### config.mk
export PLATFORM = sky130hd
export DESIGN_NAME = serial_to_parallel
export DESIGN_NICKNAME = d
export VERILOG_FILES = /design/src/rtl/s2p_pkg.sv /design/src/rtl/word_hold_reg.sv /design/src/rtl/serial_to_parallel.sv
export SDC_FILE = /design/constraint.sdc
export NUM_CORES = 1
export LEC_CHECK = 0
export CORE_ASPECT_RATIO = 1.1
export CORE_MARGIN = 3
export CORE_UTILIZATION = 60
export DETAILED_ROUTE_END_ITERATION = 8
export DONT_BUFFER_PORTS = 1
export GPL_TIMING_DRIVEN = 0
export PLACE_DENSITY = 0.78
export SYNTH_ARGS = -nofsm -noshare
export SYNTH_HDL_FRONTEND = slang
export SYNTH_HIERARCHICAL = 1
export SYNTH_SLANG_ARGS = --single-unit
### constraint.sdc
create_clock -name clock -period 3.2 [get_ports clock]
set_clock_uncertainty 0.2 [all_clocks]
set_input_delay 0.48 -clock clock [delete_from_list [all_inputs] [get_ports clock]]
set_output_delay 0.48 -clock clock [all_outputs]
set_load 0.05 [all_outputs]
### src/rtl/s2p_pkg.sv
// Shared serial-link definitions: word/index sizes, state encoding
// and the width decode used by both receive and transmit sides.
package s2p_pkg;

  localparam int WORD_BITS = 32;
  localparam int CNT_BITS  = 5;

  typedef enum logic {
    IDLE  = 1'b0,
    SHIFT = 1'b1
  } state_t;

  // A width code of 0 means a full 32-bit word.
  function automatic logic [CNT_BITS:0] decode_width(
    input logic [CNT_BITS-1:0] w
  );
    return (w == '0) ? (CNT_BITS+1)'(WORD_BITS) : {1'b0, w};
  endfunction

endpackage

### src/rtl/word_hold_reg.sv
// One-entry valid/ready holding register. Ports: load/load_data in,
// ready in, valid/data out, drop pulses when a load hits a full slot.
module word_hold_reg #(
  parameter int W = 32
) (
  input  logic         clock,
  input  logic         reset,
  input  logic         load,
  input  logic [W-1:0] load_data,
  input  logic         ready,
  output logic         valid,
  output logic [W-1:0] data,
  output logic         drop
);

  // Full and not draining this cycle: new word is lost, old one kept.
  assign drop = load & valid & ~ready;

  always_ff @(posedge clock) begin
    if (reset) begin
      valid <= 1'b0;
      data  <= '0;
    end else if (load && (!valid || ready)) begin
      valid <= 1'b1;
      data  <= load_data;
    end else if (valid && ready) begin
      valid <= 1'b0;
    end
  end

endmodule

### src/rtl/serial_to_parallel.sv
// LSB-first serial-to-word deserializer. Ports: clock/reset, width,
// sync, in_valid/in, word_valid/word/word_ready, busy, overflow.
module serial_to_parallel #(
  parameter int WORD_BITS = 32,
  parameter int CNT_BITS  = 5
) (
  input  logic                 clock,
  input  logic                 reset,
  input  logic [CNT_BITS-1:0]  width,
  input  logic                 sync,
  input  logic                 in_valid,
  input  logic                 in,
  input  logic                 word_ready,
  output logic                 word_valid,
  output logic [WORD_BITS-1:0] word,
  output logic                 busy,
  output logic                 overflow,
  input  logic                 clear_overflow
);

  import s2p_pkg::*;

  state_t                state;
  logic [CNT_BITS-1:0]   idx;
  logic [CNT_BITS:0]     eff_w;
  logic [CNT_BITS:0]     first_w;
  logic [CNT_BITS:0]     idx_nxt;
  logic [WORD_BITS-1:0]  asm_q;
  logic                  accept;
  logic                  done;
  logic [WORD_BITS-1:0]  done_word;
  logic                  drop;

  assign accept  = in_valid & ~sync;
  assign first_w = decode_width(width);
  // Widened so eff_w = 32 is reached at idx 31 before the wrap.
  assign idx_nxt = {1'b0, idx} + (CNT_BITS+1)'(1);
  assign busy    = (state == SHIFT);

  always_comb begin
    done      = 1'b0;
    done_word = '0;
    unique case (1'b1)
      accept && state == IDLE: begin
        done      = (first_w == (CNT_BITS+1)'(1));
        done_word = WORD_BITS'(in);
      end
      accept && state == SHIFT: begin
        done      = (idx_nxt == eff_w);
        done_word = asm_q | (WORD_BITS'(in) << idx);
      end
      default: ;
    endcase
  end

  always_ff @(posedge clock) begin
    if (reset) begin
      state <= IDLE;
      idx   <= '0;
      eff_w <= first_w;
      asm_q <= '0;
    end else if (sync) begin
      state <= IDLE;
      idx   <= '0;
      asm_q <= '0;
    end else if (accept) begin
      case (state)
        IDLE: begin
          if (!done) begin
            eff_w <= first_w;
            asm_q <= WORD_BITS'(in);
            idx   <= CNT_BITS'(1);
            state <= SHIFT;
          end
        end
        SHIFT: begin
          if (done) begin
            state <= IDLE;
            idx   <= '0;
            asm_q <= '0;
          end else begin
            asm_q[idx] <= in;
            idx        <= idx_nxt[CNT_BITS-1:0];
          end
        end
        default: state <= IDLE;
      endcase
    end
  end

  word_hold_reg #(
    .W(WORD_BITS)
  ) u_hold (
    .clock     (clock),
    .reset     (reset),
    .load      (done),
    .load_data (done_word),
    .ready     (word_ready),
    .valid     (word_valid),
    .data      (word),
    .drop      (drop)
  );

  // Set wins over clear.
  always_ff @(posedge clock) begin
    if (reset) begin
      overflow <= 1'b0;
    end else if (drop) begin
      overflow <= 1'b1;
    end else if (clear_overflow) begin
      overflow <= 1'b0;
    end
  end

endmodule
# Word level (Yosys, flattened, before mapping)
# Index checks and enable logic that the tools add are counted.
# W data, S select, Z words.
# totals
inputBits	12
ram_bits	0
out_inout_bits	35
latchBits	0
n_memories	0
ff_bits	78
wordCells	60
mem_bits_ro	0
# op_classes
add_sub_neg	1
multipliers	0
shifts	1
eq_ne	6
muxes	22
n_reduce_logical	14
n_div	0
magnitude_cmp	2
bitwise_logic	7
# ops
operator	count
$pmux W32 S2	2
$mux W32	2
$mux W6	6
$bwmux W32	1
$or A32 B32 Y32	1
$shl A1 B5 Y32	1
$mux W5	2
$pmux W5 S2	1
$ne A2 B2 Y1 const B	4
$add A5 B1 Y6 const B	1
$eq A6 B1 Y1 const B	1
$eq A6 B6 Y1	1
$lt A5 B6 Y1 const B	1
$mux W1	6
$reduce_bool A2 Y1	3
$demux W1 S5	1
$ge A5 B1 Y1 const B	1
$logic_and A1 B1 Y1	5
$logic_not A5 Y1	1
$reduce_and A4 Y1	1
$and A1 B1 Y1	3
$not A1 Y1	3
$pmux W1 S2	1
$reduce_and A2 Y1	1
3 further kinds	3

# Logic depth before layout (Yosys ltp)
# Gate-level depths: netlist (run 1).
# depth
ltp_word	9
mapped_depth	12
depth_no_buf	10

# Hierarchy
# Netlist (run 1), hierarchy kept.
# by_module_without_submodules
module	n_inst	cells_each	area_per_inst_um2	seq_area_each_um2
serial_to_parallel	1	316	2448.6	960.9
word_hold_reg	1	145	1517.7	660.6

# Least setup slack after synthesis (run 1)
# OpenSTA, ideal clock, no wires.
# synth_path
path_kind	register -> register
startpoint	register idx[0]
endpoint	register eff_w[0] (enable)
setup_slack_ns	0.689
stages_incl_launch_ff	11
n_path_buf	2
synth_period_minus_slack_ns	2.511
t_arrival_ns	1.951
t_required_ns	2.640
setup_time_ns	0.360
path_cell_list	dfxtp_1 -> buf_2 -> inv_1 -> ha_1 -> xor2_1 -> nor2_1 -> o2111a_2 -> nand2_4 -> buf_6 -> nand2_1 -> o21bai_1
# synth_via
elab_chain_cells	5
# synth_rtl
item	line_no	text
start: declaration	serial_to_parallel.sv:24	logic [CNT_BITS-1:0] idx;
start signal: assignment	serial_to_parallel.sv:83	idx <= idx_nxt[CNT_BITS-1:0];
$add A5 B1 Y6	serial_to_parallel.sv:37	assign idx_nxt = {1'b0, idx} + (CNT_BITS+1)'(1);
$eq A6 B6 Y1	serial_to_parallel.sv:49	done = (idx_nxt == eff_w);
$pmux W1 S2	serial_to_parallel.sv:43	unique case (1'b1)
$ne A2 B2 Y1 (no source line)	n/a	
$reduce_and A4 Y1 (no source line)	n/a	
end signal: assignment	serial_to_parallel.sv:60	eff_w <= first_w;
end signal: assignment	serial_to_parallel.sv:70	eff_w <= first_w;
end: declaration	serial_to_parallel.sv:25	logic [CNT_BITS:0] eff_w;
# No other way between the ends.
# A chain may end at the register's enable or synchronous reset.

# Worst setup path after layout (run 1)
# layout_path
startpoint	register idx[0]
endpoint	register eff_w[4] (enable)
# The elaborated chain is that of the path after synthesis.

==> run_results.csv, run 1 <==
group,metric,value,unit
floorplan,design.die.area,7620,sq um
yosys,synthCells,461,
critical_path,critPathSlowestCell,"o21bai_1",
critical_path,cp_data_arrival_time,2.70,ns
global_route,grt-ovfl-total,0,
critical_path,crit_path_end_kind,"flip-flop",
placement,numPortBuffers,0,
detailed_routing,drcViolationCount,0,
critical_path,required,2.98,ns
critical_path,path_cells,"buf_2 -> inv_1 -> ha_1 -> xor2_1 -> nor2_1 -> o2111a_2 -> nand2_4 -> buf_6 -> nand2_1 -> o21bai_1",
cells_and_area,area_delta_synth_final,7.85,%
cells_and_area,drive_above_1_share,9.21,%
detailed_routing,ant_nets,0,
yosys,ys_seq_area_share,40.9,%
cts,clockBufferDepth,2,
pwr,power_leakage,1.32,nW
yosys,async_flop_share,0,%
detailed_routing,vias_per_cell,5.98,
pwr,p_switching,0.460,mW
sta,tns,0,ns
global_route,grt_pass1_wl,15800,um
outcome,status,"finished, final reports clean",
detailed_routing,routedWlPerCell,17.4,um
global_route,grt_max_degree,16,
floorplan,die_h,91.3,um
floorplan,num_rows,30,
pwr,powerDensity,435,nW/um^2
job,maxCapViolCount,0,
critical_path,max_stage_delay,0.45,ns
sta,worst_hold_slack,0.101,ns
yosys,ys.warnings.count,6,
sta,period_needed,2.92,ns
cells_and_area,antennaDiodeCount,0,
sta,tightest_slew,0.723,ns
critical_path,worst_setup_path_start_kind,"flip-flop",
cells_and_area,final_area,4280,sq um
sta,finalSetupViolCount,0,
pwr,clockPowerShare,41.2,%
sta,grt_setup_unrepaired,"false",
cts,cts_max_level,3,
floorplan,coreArea,6310,sq um
detailed_routing,drt-initial-drc-count,333,
global_route,track_usage,25.5,%
global_route,antenna_found_initial,0,
sta,maxSlewViolCount,0,
placement,dpl.hpwl,6950,um
yosys,ys_seq_elements,78,
cts,post_cts_resized,0,
pwr,ir_worst_vdd,0.262,mV
floorplan,ios,47,
critical_path,crit_type,"flip-flop to flip-flop",
cts,cts_buffers,9,
placement,placed_area,4070,sq um
pwr,p_comb_share,5.2,%
pwr,intPower,1.40,mW
placement,globalplace.congestion,0.940,
yosys,synth_cell_types,49,
sta,slew_headroom,51.4,%
cells_and_area,n_fill_cell,532,
yosys,synth_fp_nets,477,
floorplan,die_width,83.5,um
detailed_routing,dr.pass1.iters,5,
yosys,ys_dominant_reg_cell,"dfxtp_1",
sta,timing.final.hold_violations,0,
cts,cts_tree,"yes",
floorplan,initial_core_util,62.9,%
global_route,grt_pass1_vias,3197,
cells_and_area,fin_nets,489,
yosys,synth_area,3970,sq um
cts,clockRootBuffer,"clkbuf_8",
cts,clkLatencyLatePin,0.35,ns
sta,max_clock_freq,0.342,GHz
pwr,swShare,24.8,%
critical_path,cp_max_fo,10,
cts,clk_pin_slew,0.09,ns
yosys,syn_avg_cell_area,8.60,sq um
detailed_routing,drt-total-wl,9690,um
worst_hold_path,hold_class,"input pin to flip-flop",
detailed_routing,vias,3338,
pwr,power_frac_seq,53.6,%
sta,finalCritPeriodShare,91.3,%
cts,cts.sinks,78,
yosys,synth-edff-count,6,
-- synthesized netlist by cell type (2+ instances only) --
cell / instances / area (sq um)
dfxtp_1: 72 / 1440
nand2b_1: 69 / 432
nor2_1: 46 / 173
o21ai_0: 33 / 165
mux2i_1: 32 / 320
a21oi_1: 31 / 155
o22ai_1: 30 / 188
nand2_1: 24 / 90.1
clkbuf_1: 21 / 78.8
nor3_1: 11 / 55.1
a31oi_1: 9 / 56.3
buf_2: 8 / 40.0
nand3_1: 7 / 35.0
edfxtp_1: 6 / 180
buf_6: 5 / 56.3
ha_1: 4 / 50.1
inv_1: 4 / 15.0
and2_1: 3 / 18.8
and3_1: 3 / 18.8
buf_12: 3 / 60.1
nor2b_1: 3 / 18.8
xnor2_1: 3 / 26.3
xor2_1: 3 / 26.3
a32oi_1: 2 / 17.5
nand3b_1: 2 / 15.0
nand4b_1: 2 / 17.5
o211ai_1: 2 / 15.0
o21ai_2: 2 / 17.5
-- kinds of logic after synthesis --
| family | Yosys count | share of synthesized area [%] |
|---|---|---|
| AND/OR/NAND/NOR | 181 | 24.4 |
| AO/OA/AOI/OAI | 117 | 17.5 |
| flip-flops | 78 | 40.9 |
| buffers and inverters | 43 | 6.59 |
| multiplexers | 32 | 8.08 |
| XOR/XNOR | 6 | 1.33 |
| adder cells (fa/ha/maj) | 4 | 1.26 |
-- critical path, delay by kind of cell, from the launching register on --
kind	cells	cell delay, ns
fa+ha+maj	1	0.36
buf+inv	3	0.55
compound gates	2	0.62
flops	1	0.40
xor+xnor	1	0.16
simple gates	3	0.25
-- state kept, by name, summed over array words and instances (netlist names) --
signal / cells
asm_q: 32
busy: 1
eff_w: 6
idx: 5
overflow: 1
u_hold/data: 32
u_hold/valid: 1
-- metal layers --
| layer | vias up | share of wire [%] | global-route usage (%) |
|---|---|---|---|
| met5 | - | 0 | 0 |
| met4 | 0 | 1.4 | 7.64 |
| met3 | 18 | 8.1 | 5.99 |
| met2 | 158 | 47 | 42.5 |
| met1 | 1533 | 44 | 33.0 |
| li1 | 1629 | - | - |
-- placed cells by master, fill, tap and decap left out, types with 5 or more instances in the layout --
cell type and count:
mux2i_1 32, dfxtp_1 72, nor3_1 11, nor2_1 46, edfxtp_1 6, buf_2 8, a21oi_1 31, clkbuf_1 21
nand2_1 24, nand3_1 7, o22ai_1 30, clkbuf_8 9, o21ai_0 33, a31oi_1 9, nand2b_1 69, buf_6 5
-- timing repair --
item / in CTS / in global routing
endpoints found under the hold margin: 1 / 0
hold buffers: 1 / 0
setup buffers: 0 / 0
-- power by group through the flow --
stage	Combinational, mW	Sequential (mW)	Clock [mW]
6_report	0.0974	0.996	0.766
5_1_grt	0.105	0.997	0.813
4_1_cts	0.0959	0.996	0.768
3_5_place_dp	0.0943	1.02	0
3_3_place_gp	0.0926	1.02	0
2_1_floorplan	0.0742	1.02	0
-- cell type report --
cell class | count | area (sq um) | area share [%]
buffer | 39 | 246 | 5.76
clock buffer | 9 | 124 | 2.90
clock inverter | 7 | 77.6 | 1.81
inverter | 4 | 15.0 | 0.351
multi-input combinational | 340 | 2080 | 48.7
sequential | 78 | 1620 | 37.9
tap | 80 | 100 | 2.34
timing repair buffer | 1 | 10.0 | 0.234
-- stage by stage --
step	util (%)	setup WS, ns	total power [mW]	std cells
finish	67.8	0.279	1.86	558
global route	67.8	0.110	1.92	558
CTS	67.8	0.310	1.86	558
detailed placement	64.5	0.322	1.11	541
global placement	64.5	0.361	1.11	541
floorplan	-	0.689	1.09	461
-- worst paths after layout --
check                   from            to  slack, ns  cells after the start
setup / recovery      idx[0]      eff_w[4]       0.28                     10
hold / removal    word_ready  u_hold/valid       0.10                      3
setup reg to reg      idx[0]      eff_w[4]       0.28                     10
hold reg to reg    asm_q[29]     asm_q[29]       0.30                      2
Note: power is estimated with default switching activity, not from simulation.
==> run 2, diff against run 1 <==
CORE_UTILIZATION = 27   (was 60)
PLACE_DENSITY = 0.42   (was 0.78)
==> run_results.csv, run 2 (synthesis results as in run 1) <==
group,metric,value,unit
cells_and_area,antennaDiodeCount,0,
cells_and_area,regArea,1620,sq um
cells_and_area,final_core_util,32.1,%
floorplan,num_rows,45,
critical_path,required,3.27,ns
detailed_routing,drt-initial-drc-count,252,
critical_path,cp_data_arrival_time,3.06,ns
placement,globalplace.congestion,0.819,
sta,maxSlewViolCount,0,
detailed_routing,drcViolationCount,0,
critical_path,cp_max_fo,10,
global_route,grt_pass1_vias,3187,
critical_path,rr_endpoint,"u_hold/data[9]",
sta,worst_hold_slack,0.0979,ns
detailed_routing,routedWlPerCell,17.4,um
cells_and_area,multi_input_area,2080,sq um
critical_path,crit_type,"flip-flop to flip-flop",
placement,dpl.hpwl,8590,um
pwr,ir_worst_vdd,0.264,mV
sta,timing.final.hold_violations,0,
critical_path,worst_setup_path_start_kind,"flip-flop",
cells_and_area,reg.largest.list,"asm_q x32, u_hold/data x32, eff_w x6",
detailed_routing,vias_per_cell,4.98,
detailed_routing,ant_nets,0,
cts,clockRootBuffer,"clkbuf_16",
global_route,track_usage,14.6,%
cells_and_area,drive_above_1_share,9.00,%
outcome,status,"finished, final reports clean",
cts,clkLatencyLatePin,0.35,ns
cts,clockBufferDepth,2,
pwr,total_power,2.14,mW
cells_and_area,area_delta_synth_final,13.8,%
pwr,powerDensity,475,nW/um^2
floorplan,die_width,122,um
cells_and_area,final_common_cell,"dfxtp_1",
cts,cts_max_level,3,
global_route,grt_max_degree,14,
cts,postCtsSetupRepairBufs,0,
floorplan,design.die.area,16200,sq um
sta,finalCritPeriodShare,93.3,%
sta,finalSetupViolCount,0,
floorplan,initial_core_util,28.2,%
global_route,antenna_found_initial,0,
cells_and_area,final_cell_mix,"dfxtp_1 (72), nand2b_1 (69), nor2_1 (46)",
job,maxCapViolCount,0,
cells_and_area,fin_nets,489,
cells_and_area,n_fill_cell,1514,
sta,period_needed,2.99,ns
cts,clk_pin_slew,0.06,ns
critical_path,ff2ff_path_depth,12,
detailed_routing,drt-total-wl,11600,um
worst_hold_path,hp-start,"width[4]",
sta,grt_setup_unrepaired,"false",
global_route,grt-ovfl-total,0,
cts,cts_buffers,9,
floorplan,die_h,133,um
detailed_routing,dr.pass1.iters,5,
sta,tightest_slew,0.813,ns
sta,max_clock_freq,0.335,GHz
critical_path,crit_path_end_kind,"flip-flop",
worst_hold_path,hold_class,"input pin to flip-flop",
floorplan,coreArea,14100,sq um
critical_path,timing.rr.start,"idx[0]",
worst_hold_path,hold_depth,1,
cts,cts_tree,"yes",
critical_path,r2r_slack,0.21,ns
placement,numPortBuffers,0,
sta,slew_headroom,45.4,%
detailed_routing,vias,3314,
worst_hold_path,min_to,"eff_w[4]",
pwr,power_leakage,1.36,nW
sta,tns,0,ns
global_route,grt_pass1_wl,18200,um
floorplan,ios,47,
cts,cts.sinks,78,
-- run 2: worst max path at each step --
stage	from	endpoint	slack (ns)	cells past startpoint
final	idx[0]	u_hold/data[9]	0.21	12
after floorplan	idx[0]	eff_w[0]	0.69	10
after global routing	idx[0]	u_hold/data[31]	0.03	12
after detailed placement	idx[0]	u_hold/data[9]	0.18	12
after CTS	idx[0]	u_hold/data[9]	0.13	12
after global placement	idx[0]	eff_w[2]	0.18	10
-- run 2: layout make-up --
| class | instances | area share [%] |
|---|---|---|
| clock buffers | 11 | 5.38 |
| well taps | 188 | 5.21 |
| multi-input cells | 340 | 46.2 |
| inverters | 4 | 0.333 |
| repair buffers | 1 | 0.222 |
| plain buffers | 39 | 5.52 |
| flip-flops and latches | 78 | 35.9 |
| clock inverters | 5 | 1.25 |
-- run 2: metal layers --
metal  track usage (%)  vias up  routed length (um)  share of wire (%)
met4              6.16        0                 288                2.5
li1                  -     1632                   -                  -
met1              18.8     1551                5210                 45
met5                 0        -                   0                  0
met2              23.0      108                5430                 47
met3              3.78       23                 652                5.6
-- run 2: worst max-delay path, stage by stage (launching register included) --
cell      delay [ns]
dfxtp_1         0.41
clkbuf_4        0.26
inv_1           0.13
ha_1            0.36
xor2_1          0.17
nor2_1          0.11
o2111a_2        0.26
nand2_4         0.10
o31ai_2         0.13
nor2b_2         0.25
buf_6           0.16
buf_12          0.15
mux2i_1         0.19
-- run 2: repair_timing --
action                                  CTS  global route
gates resized for setup                   0             1
hold endpoints to repair                  1             0
endpoints found under the setup margin    0            15
hold buffers                              1             0
-- run 2: metrics by stage --
stage          cell area, sq um  worst slack [ns]  std cells
3_3_place_gp               4200             0.180        649
3_5_place_dp               4200             0.176        649
2_1_floorplan              3970             0.689        461
4_1_cts                    4510             0.134        666
6_report                   4510             0.213        666
5_1_grt                    4510            0.0271        666
-- run 2: power by group --
part           internal (mW)  switching [mW]  leakage [nW]
clock                  0.626           0.418         0.146
sequential             0.991         0.00644         0.641
combinational         0.0391          0.0620         0.574
==> run 3, diff against run 2 <==
PLACE_DENSITY = 0.38   (was 0.42)
==> run_results.csv, run 3 (synthesis results as in run 1) <==
group,metric,value,unit
global_route,grt-ovfl-total,0,
cells_and_area,regArea,1620,sq um
pwr,powerDensity,476,nW/um^2
sta,period_needed,2.93,ns
sta,finalCritPeriodShare,91.4,%
floorplan,die_h,133,um
sta,tns,0,ns
critical_path,worst_setup_path_start_kind,"flip-flop",
floorplan,coreArea,14100,sq um
critical_path,crit_path_end_kind,"flip-flop",
detailed_routing,vias,3292,
cts,cts_buffers,9,
placement,globalplace.congestion,0.826,
cells_and_area,instances_no_fill,666,
cts,clockRootBuffer,"clkbuf_16",
sta,slew_headroom,48.0,%
cells_and_area,final_cell_mix,"dfxtp_1 (72), nand2b_1 (69), nor2_1 (46)",
detailed_routing,drt-initial-drc-count,244,
critical_path,rr_endpoint,"u_hold/data[22]",
cts,cts_tree,"yes",
critical_path,ff2ff_path_depth,12,
critical_path,cp_max_fo,10,
worst_hold_path,min_to,"eff_w[0]",
critical_path,required,3.28,ns
cells_and_area,antennaDiodeCount,0,
cells_and_area,area_delta_synth_final,14.0,%
sta,tightest_slew,0.774,ns
cts,clkLatencyLatePin,0.35,ns
cells_and_area,drive_above_1_share,9.21,%
floorplan,ios,47,
sta,max_clock_freq,0.342,GHz
critical_path,timing.rr.start,"idx[0]",
placement,dpl.hpwl,8870,um
critical_path,cp_data_arrival_time,3.00,ns
critical_path,crit_type,"flip-flop to flip-flop",
placement,numPortBuffers,0,
floorplan,design.die.area,16200,sq um
detailed_routing,routedWlPerCell,18.0,um
detailed_routing,vias_per_cell,4.94,
cts,postCtsSetupRepairBufs,0,
cells_and_area,fin_nets,489,
detailed_routing,drt-total-wl,12000,um
job,maxCapViolCount,0,
floorplan,num_rows,45,
global_route,grt_pass1_wl,19100,um
global_route,grt_max_degree,14,
worst_hold_path,hold_class,"input pin to flip-flop",
sta,finalSetupViolCount,0,
detailed_routing,drcViolationCount,0,
detailed_routing,ant_nets,0,
cells_and_area,multi_input_area,2090,sq um
cts,cts.sinks,78,
cts,clk_pin_slew,0.06,ns
cells_and_area,n_fill_cell,1505,
cells_and_area,reg.largest.list,"asm_q x32, u_hold/data x32, eff_w x6",
placement,dp_cells,649,
worst_hold_path,hold_depth,1,
cts,cts_max_level,3,
pwr,power_leakage,1.36,nW
floorplan,initial_core_util,28.2,%
outcome,status,"finished, final reports clean",
pwr,ir_worst_vdd,0.220,mV
global_route,grt_pass1_vias,3162,
global_route,track_usage,15.4,%
floorplan,die_width,122,um
sta,timing.final.hold_violations,0,
critical_path,r2r_slack,0.27,ns
global_route,antenna_found_initial,0,
sta,maxSlewViolCount,0,
cts,clockBufferDepth,2,
sta,grt_setup_unrepaired,"false",
detailed_routing,dr.pass1.iters,4,
worst_hold_path,hp-start,"width[0]",
cells_and_area,final_common_cell,"dfxtp_1",
-- run 3: cell count changes in the layout (fill, tap and decap cells not counted), sizes merged --
cell      previous run  this run
clkinvlp             1         2
buf                 17        18
clkbuf              33        34
bufinv               1         0
clkinv               2         0
-- run 3: how the worst max path moves through the flow --
stage                      endpoint    from
finish              u_hold/data[22]  idx[0]
global route        u_hold/data[28]  idx[0]
CTS                        eff_w[2]  idx[0]
detailed placement         eff_w[2]  idx[0]
global placement           eff_w[2]  idx[0]
floorplan                  eff_w[0]  idx[0]
-- run 3: critical path, cell delays in order, from the launching register on --
cell      delay [ns]
dfxtp_1         0.42
buf_4           0.23
inv_1           0.12
ha_1            0.37
xor2_1          0.18
nor2_1          0.08
o2111a_2        0.25
nand2_4         0.10
o31ai_2         0.14
nor2b_2         0.24
buf_6           0.16
buf_12          0.15
mux2i_1         0.19
-- run 3: stage by stage --
stage / hold slack, ns / instance area (sq um) / setup WS, ns / util (%) / power, mW
finish: 0.0975 / 4520 / 0.274 / 32.1 / 2.15
floorplan: 0.264 / 3970 / 0.689 / - / 1.09
CTS: 0.0905 / 4520 / 0.151 / 32.1 / 2.18
global route: 0.0940 / 4520 / 0.0438 / 32.1 / 2.22
global placement: 0.272 / 4200 / 0.104 / 29.8 / 1.12
detailed placement: 0.282 / 4200 / 0.170 / 29.8 / 1.12
-- run 3: timing repair --
item	4_1_cts	5_1_grt
hold buffers	1	0
endpoints found under the hold margin	1	0
gates resized for setup	0	3
endpoints found under the setup margin	0	33
-- run 3: metal layers --
metal | up-vias | track usage [%] | part of all wire (%)
met3 | 17 | 2.85 | 5.8
met2 | 91 | 24.1 | 46
met5 | - | 0 | 0
met4 | 0 | 6.72 | 2.1
met1 | 1552 | 20.6 | 46
li1 | 1632 | - | -
-- run 3: cell type report --
type / count / share of cell area [%]
flip-flops and latches: 78 / 35.9
plain buffers: 39 / 5.50
multi-input cells: 340 / 46.1
repair buffers: 1 / 0.221
clock inverters: 3 / 0.526
clock buffers: 13 / 6.22
well taps: 188 / 5.20
inverters: 4 / 0.332
-- run 3: power breakdown --
group / internal (mW) / switching [mW] / leakage (nW)
combinational: 0.0395 / 0.0629 / 0.577
clock: 0.619 / 0.436 / 0.144
sequential: 0.990 / 0.00663 / 0.641
